`src/rtl/bin2bcd_seq_pkg.sv`:
```
// Shared constants for the sequential double-dabble converter.
// State encodings and display limits used by the top and the bench.
package bin2bcd_seq_pkg;

  localparam int BIN2BCD_BIN_W   = 14;
  localparam int BIN2BCD_MAX_VAL = 9999;
  localparam int BIN2BCD_NDIG    = 4;
  localparam int BIN2BCD_SDIG    = 5;

  typedef enum logic [1:0] {
    IDLE  = 2'd0,
    SHIFT = 2'd1,
    DONE  = 2'd2
  } state_e;

endpackage

```
`src/rtl/bin2bcd_seq_if.sv`:
```
// Request/result bundle between a producer and bin2bcd_seq.
// The slave side is the converter, the master side drives start/bin.
interface bin2bcd_seq_if #(
  parameter int BIN_W = 14
);

  logic             start;
  logic [BIN_W-1:0] bin;
  logic             busy;
  logic             done;
  logic             ovf;
  logic [3:0]       bcd0;
  logic [3:0]       bcd1;
  logic [3:0]       bcd2;
  logic [3:0]       bcd3;

  modport master (
    output start, bin,
    input  busy, done, ovf,
    input  bcd0, bcd1, bcd2, bcd3
  );

  modport slave (
    input  start, bin,
    output busy, done, ovf,
    output bcd0, bcd1, bcd2, bcd3
  );

endinterface

```
`src/rtl/bin2bcd_seq_bcd_add3.sv`:
```
// Double-dabble digit correction: nibbles of 5..9 get +3 before a shift.
// Inputs never exceed 9, so the 4-bit result cannot wrap.
module bcd_add3 (
  input  logic [3:0] d_i,
  output logic [3:0] d_o
);

  assign d_o = (d_i >= 4'd5) ? d_i + 4'd3 : d_i;

endmodule

```
`src/rtl/bin2bcd_seq.sv`:
```
// Sequential 14-bit binary to 4-digit BCD converter, 16 cycles per result.
// Define BIN2BCD_SAT_EN to show 9999 instead of bin mod 10000 on overflow.
module bin2bcd_seq
  import bin2bcd_seq_pkg::*;
#(
  parameter int BIN_W = BIN2BCD_BIN_W
) (
  input  logic          clk,
  input  logic          rst,
  bin2bcd_seq_if.slave  io
);

  localparam int SW = 4 * BIN2BCD_SDIG;
  localparam int OW = 4 * BIN2BCD_NDIG;
  localparam logic [3:0] LAST = 4'(BIN_W - 1);
  localparam logic [BIN_W-1:0] MAXV = BIN_W'(BIN2BCD_MAX_VAL);

  state_e           state_q, state_d;
  logic [3:0]       cnt_q, cnt_d;
  logic [BIN_W-1:0] sh_q, sh_d;
  logic [SW-1:0]    scr_q, scr_d;
  logic [SW-1:0]    scr_adj;
  logic             ovp_q, ovp_d;
  logic [OW-1:0]    bcd_q, bcd_d;
  logic             ovf_q, ovf_d;
  logic             done_q, done_d;

  for (genvar g = 0; g < BIN2BCD_SDIG; g++) begin : g_add3
    bcd_add3 u_add3 (
      .d_i (scr_q[4*g +: 4]),
      .d_o (scr_adj[4*g +: 4])
    );
  end

  always_comb begin
    state_d = state_q;
    cnt_d   = cnt_q;
    sh_d    = sh_q;
    scr_d   = scr_q;
    ovp_d   = ovp_q;
    bcd_d   = bcd_q;
    ovf_d   = ovf_q;
    done_d  = 1'b0;
    unique case (state_q)
      IDLE: begin
        if (io.start) begin
          sh_d    = io.bin;
          scr_d   = '0;
          cnt_d   = '0;
          ovp_d   = (io.bin > MAXV);
          state_d = SHIFT;
        end
      end
      SHIFT: begin
        {scr_d, sh_d} = {scr_adj, sh_q} << 1;
        cnt_d = cnt_q + 4'd1;
        if (cnt_q == LAST) state_d = DONE;
      end
      DONE: begin
        ovf_d  = ovp_q;
        bcd_d  = scr_q[OW-1:0];
`ifdef BIN2BCD_SAT_EN
        if (ovp_q) bcd_d = {BIN2BCD_NDIG{4'd9}};
`endif
        done_d  = 1'b1;
        state_d = IDLE;
      end
      default: state_d = IDLE;
    endcase
  end

  always_ff @(posedge clk or posedge rst) begin
    if (rst) begin
      state_q <= IDLE;
      cnt_q   <= '0;
      sh_q    <= '0;
      scr_q   <= '0;
      ovp_q   <= 1'b0;
      bcd_q   <= '0;
      ovf_q   <= 1'b0;
      done_q  <= 1'b0;
    end else begin
      state_q <= state_d;
      cnt_q   <= cnt_d;
      sh_q    <= sh_d;
      scr_q   <= scr_d;
      ovp_q   <= ovp_d;
      bcd_q   <= bcd_d;
      ovf_q   <= ovf_d;
      done_q  <= done_d;
    end
  end

  assign io.busy = (state_q != IDLE);
  assign io.done = done_q;
  assign io.ovf  = ovf_q;
  assign io.bcd0 = bcd_q[3:0];
  assign io.bcd1 = bcd_q[7:4];
  assign io.bcd2 = bcd_q[11:8];
  assign io.bcd3 = bcd_q[15:12];

endmodule

```
`src/flat_wrapper.sv`:
```
// flat-port wrapper written by rule: the top's interface ports become plain ports
module bin2bcd_seq_flat import bin2bcd_seq_pkg::*;
#(
  parameter int BIN_W = BIN2BCD_BIN_W
)
  (clk, rst, io_start, io_bin, io_busy, io_done, io_ovf, io_bcd0, io_bcd1, io_bcd2, io_bcd3);
  bin2bcd_seq_if #(.BIN_W(BIN_W)) io_i ();
  input  logic clk;
  input  logic rst;
  input wire logic [$bits(io_i.start)-1:0] io_start;
  input wire logic [$bits(io_i.bin)-1:0] io_bin;
  output wire logic [$bits(io_i.busy)-1:0] io_busy;
  output wire logic [$bits(io_i.done)-1:0] io_done;
  output wire logic [$bits(io_i.ovf)-1:0] io_ovf;
  output wire logic [$bits(io_i.bcd0)-1:0] io_bcd0;
  output wire logic [$bits(io_i.bcd1)-1:0] io_bcd1;
  output wire logic [$bits(io_i.bcd2)-1:0] io_bcd2;
  output wire logic [$bits(io_i.bcd3)-1:0] io_bcd3;
  assign io_i.start = io_start;
  assign io_i.bin = io_bin;
  assign io_busy = io_i.busy;
  assign io_done = io_i.done;
  assign io_ovf = io_i.ovf;
  assign io_bcd0 = io_i.bcd0;
  assign io_bcd1 = io_i.bcd1;
  assign io_bcd2 = io_i.bcd2;
  assign io_bcd3 = io_i.bcd3;
  bin2bcd_seq #(.BIN_W(BIN_W)) u_core (.clk(clk), .rst(rst), .io(io_i));
endmodule
```
`config.mk`:
```
export PLATFORM = sky130hd
export DESIGN_NAME = bin2bcd_seq_flat
export DESIGN_NICKNAME = d
export VERILOG_FILES = /design/src/rtl/bin2bcd_seq_pkg.sv /design/src/rtl/bin2bcd_seq_if.sv /design/src/rtl/bin2bcd_seq_bcd_add3.sv /design/src/rtl/bin2bcd_seq.sv /design/src/flat_wrapper.sv
export SDC_FILE = /design/constraint.sdc
export NUM_CORES = 1
export LEC_CHECK = 0
export CORE_MARGIN = 2
export CORE_UTILIZATION = 45
export DETAILED_ROUTE_END_ITERATION = 7
export PLACE_DENSITY_LB_ADDON = 0.05
export SLEW_MARGIN = 30
export SYNTH_ARGS = -nofsm -noshare
export SYNTH_HDL_FRONTEND = slang
export SYNTH_HIERARCHICAL = 1
export SYNTH_SLANG_ARGS = --single-unit
```
`constraint.sdc`:
```
create_clock -name clk -period 1.9 [get_ports clk]
set_clock_uncertainty 0.05 [all_clocks]
set_input_delay 0.38 -clock clk [delete_from_list [all_inputs] [get_ports clk]]
set_output_delay 0.38 -clock clk [all_outputs]
set_load 0.01 [all_outputs]
```
==> summary.md <==
| Metric | Value |
|---|---|
| Outcome | `finished clean` |
| GR Overflow Total | `0` |
| Commonest non-fill, non-tap cell in the layout | `nand2_1` |
| Final setup fails | `0` |
| Final Critical Period | `about 1.7 ns` |
| Hold_buf cts | `0` |
| DRT antenna net count | `0` |
| IO Pins | `36` |
| Initial Util | `46.0%` |
| CP Data Required Time | `between 1 and 1.5 ns` |
| Clk buf depth | `2` |
| Crit path max fanout | `2` |
| WL per Instance | `12.3 µm` |
| DRT iter0 DRCs | `between 100 and 150` |
| Non-Filler Instances | `415` |
| Area growth from synthesis to layout | `21.4%` |
| Worst r2r dst | `u_core/sh_q[11]$_DFFE_PP0P_` |
| Worst hold path type | `in2async` |
| Final Cell Area | `0.00327 mm²` |
| CP Launch Type | `flip-flop` |
| Layout cells sized above 1 | `10.3%` |
| Initial antenna violation count | `0` |
| First-pass GRT wire length | `9270 µm` |
| Max IR drop VDD | `between 0.001 and 0.0015 V` |
| Core Box Area | `just under 0.006 mm²` |
| Worst r2r src | `u_core/state_q[1]$_DFFE_PP0P_` |
| TritonCTS clock tree | `built` |
| # port buffers | `35` |
| R2R cell count | `5` |
| Sw power | `~2.1 mW` |
| DRC viols | `0` |
| Root buffer cell | `clkbuf_8` |
| Final antenna diode count | `0` |
| CP bufs+invs | `1` |
| Synthesis Warnings | `6` |
| Clk_lat worst skew | `just over 0.3 ns` |
| Hold WS | `0.378 ns` |
| Syn_nets | `328` |
| Final worst slack | `0.211 ns` |
| CP endpoint kind | `output port` |
| Power share of the combinational group | `46.1%` |
| Final period utilization | `88.9%` |
| Slew margin rel. | `between 70% and 80%` |
| Int Pwr | `3.39 mW` |
| Total global-route track usage | `between 10% and 20%` |
| H-tree depth | `2` |
| Die Ht | `about 80 µm` |
| RSZ-0062 raised after global routing | `false` |
| Number of global-route vias before repair | `between 2000 and 2500` |
| CP Cell Sequence | `or2_2 -> dlygate4sd2_1` |
| DRT Pass-1 Iters | `4` |
| Sequential Power Share | `between 30% and 40%` |
| Die X | `between 80 and 90 µm` |
| Post-CTS Resized | `1` |
| Largest net degree at the start of global routing | `56` |
| GPL Wtd Cong | `around 0.7` |
| Mapped Area | `0.00269 mm²` |
| Fin nets | `366` |
| Die ar. | `0.00661 mm²` |
| Worst-path clk slew | `0.09 ns` |
| Fmax | `about 590 MHz` |
| Slowest CP cell | `dfrtp_1` |
| Drt via density | `5.00` |
| Worst Tran Pin Value | `around 0.32 ns` |
| Dpl cells | `407` |
| DP Area | `0.00315 mm²` |
| Total CTS buffers | `5` |
| Static leakage | `1.59 nW` |
| Setup bufs post-CTS | `0` |
| Flop-to-flop setup slack | `0.37 ns` |
| Final core occ | `55.8%` |
| Detailed-route via count | `2073` |
| WS Path Type | `reg2out` |
| Power Dens Cells | `1680 mW/mm²` |
| Max-Cap Viols | `0` |
| CTS Sinks | `55` |
| Total power draw | `5.49 mW` |
| Max incr delay on CP | `~0.38 ns` |
| Most frequent cells in the layout | `nand2_1, dfrtp_1, clkdlybuf4s50_1` |
| Final WL | `5080 µm` |
| Place WS | `0.0556 ns` |
| Synth Instances | `301` |
| Fin Setup TNS | `0 ns` |
| Syn avg cell area | `8.94 µm²` |
| Worst path top cell family by delay | `flip-flops` |
| Clock power frac | `around 15%` |
| Dpl hpwl | `3420 µm` |
| Final hold violations | `0` |
| Critical path arrival | `1.26 ns` |
| Row cnt | `28` |
| Switching Fraction | `38.3%` |
| Final Max Tran Viols | `0` |
==> power by group through the flow <==
| stage | Sequential, mW | Combinational, mW | Clock (mW) |
|---|---|---|---|
| floorplan | 2.18 | 1.74 | 0 |
| global placement | 2.17 | 2.51 | 0 |
| detailed placement | 2.18 | 2.57 | 0 |
| CTS | 2.16 | 2.57 | 0.826 |
| global route | 2.26 | 2.92 | 0.878 |
| finish | 2.16 | 2.53 | 0.801 |
==> metal layers <==
metal	GRT usage [%]	vias up	routed length (µm)
met1	23.9	978	2460
met4	4.58	0	51
met5	0	-	0
met3	3.78	7	159
li1	-	1056	-
met2	29.8	32	2420
==> registers in the layout (all words and copies together) (netlist names) <==
signal,flops
u_core/scr_q,16
u_core/sh_q,14
u_core/ovp_q,1
u_core/bcd_q,16
u_core/state_q,2
u_core/io.done,1
u_core/io.ovf,1
u_core/cnt_q,4
==> final cells by class <==
class                           count  area (µm²)
Fill cell                         539        2580
Clock buffer                        6        82.6
Clock inverter                      2        35.0
Multi-Input combinational cell    220        1180
Tap cell                           75        93.8
Timing Repair Buffer               46         457
Inverter                           11        41.3
Sequential cell                    55        1380
==> worst max path at each step <==
stage	cells past startpoint	end	startpoint	slack, ns
after detailed placement	5	u_core/ovp_q$_DFFE_PP0P_	io_start	0.06
after global routing	2	io_busy	u_core/state_q[1]$_DFFE_PP0P_	0.17
after global placement	5	u_core/ovp_q$_DFFE_PP0P_	io_start	0.09
after CTS	2	io_busy	u_core/state_q[1]$_DFFE_PP0P_	0.19
after floorplan	1	u_core/bcd_q[0]$_DFFE_PP0P_	rst	0.13
final	2	io_busy	u_core/state_q[1]$_DFFE_PP0P_	0.21
==> tightest hold or removal path: cells and delay by family <==
family / cells / cell delay [ns]
buffers and inverters: 3 / 0.75
No activity file was read; power rests on OpenSTA's default activity.
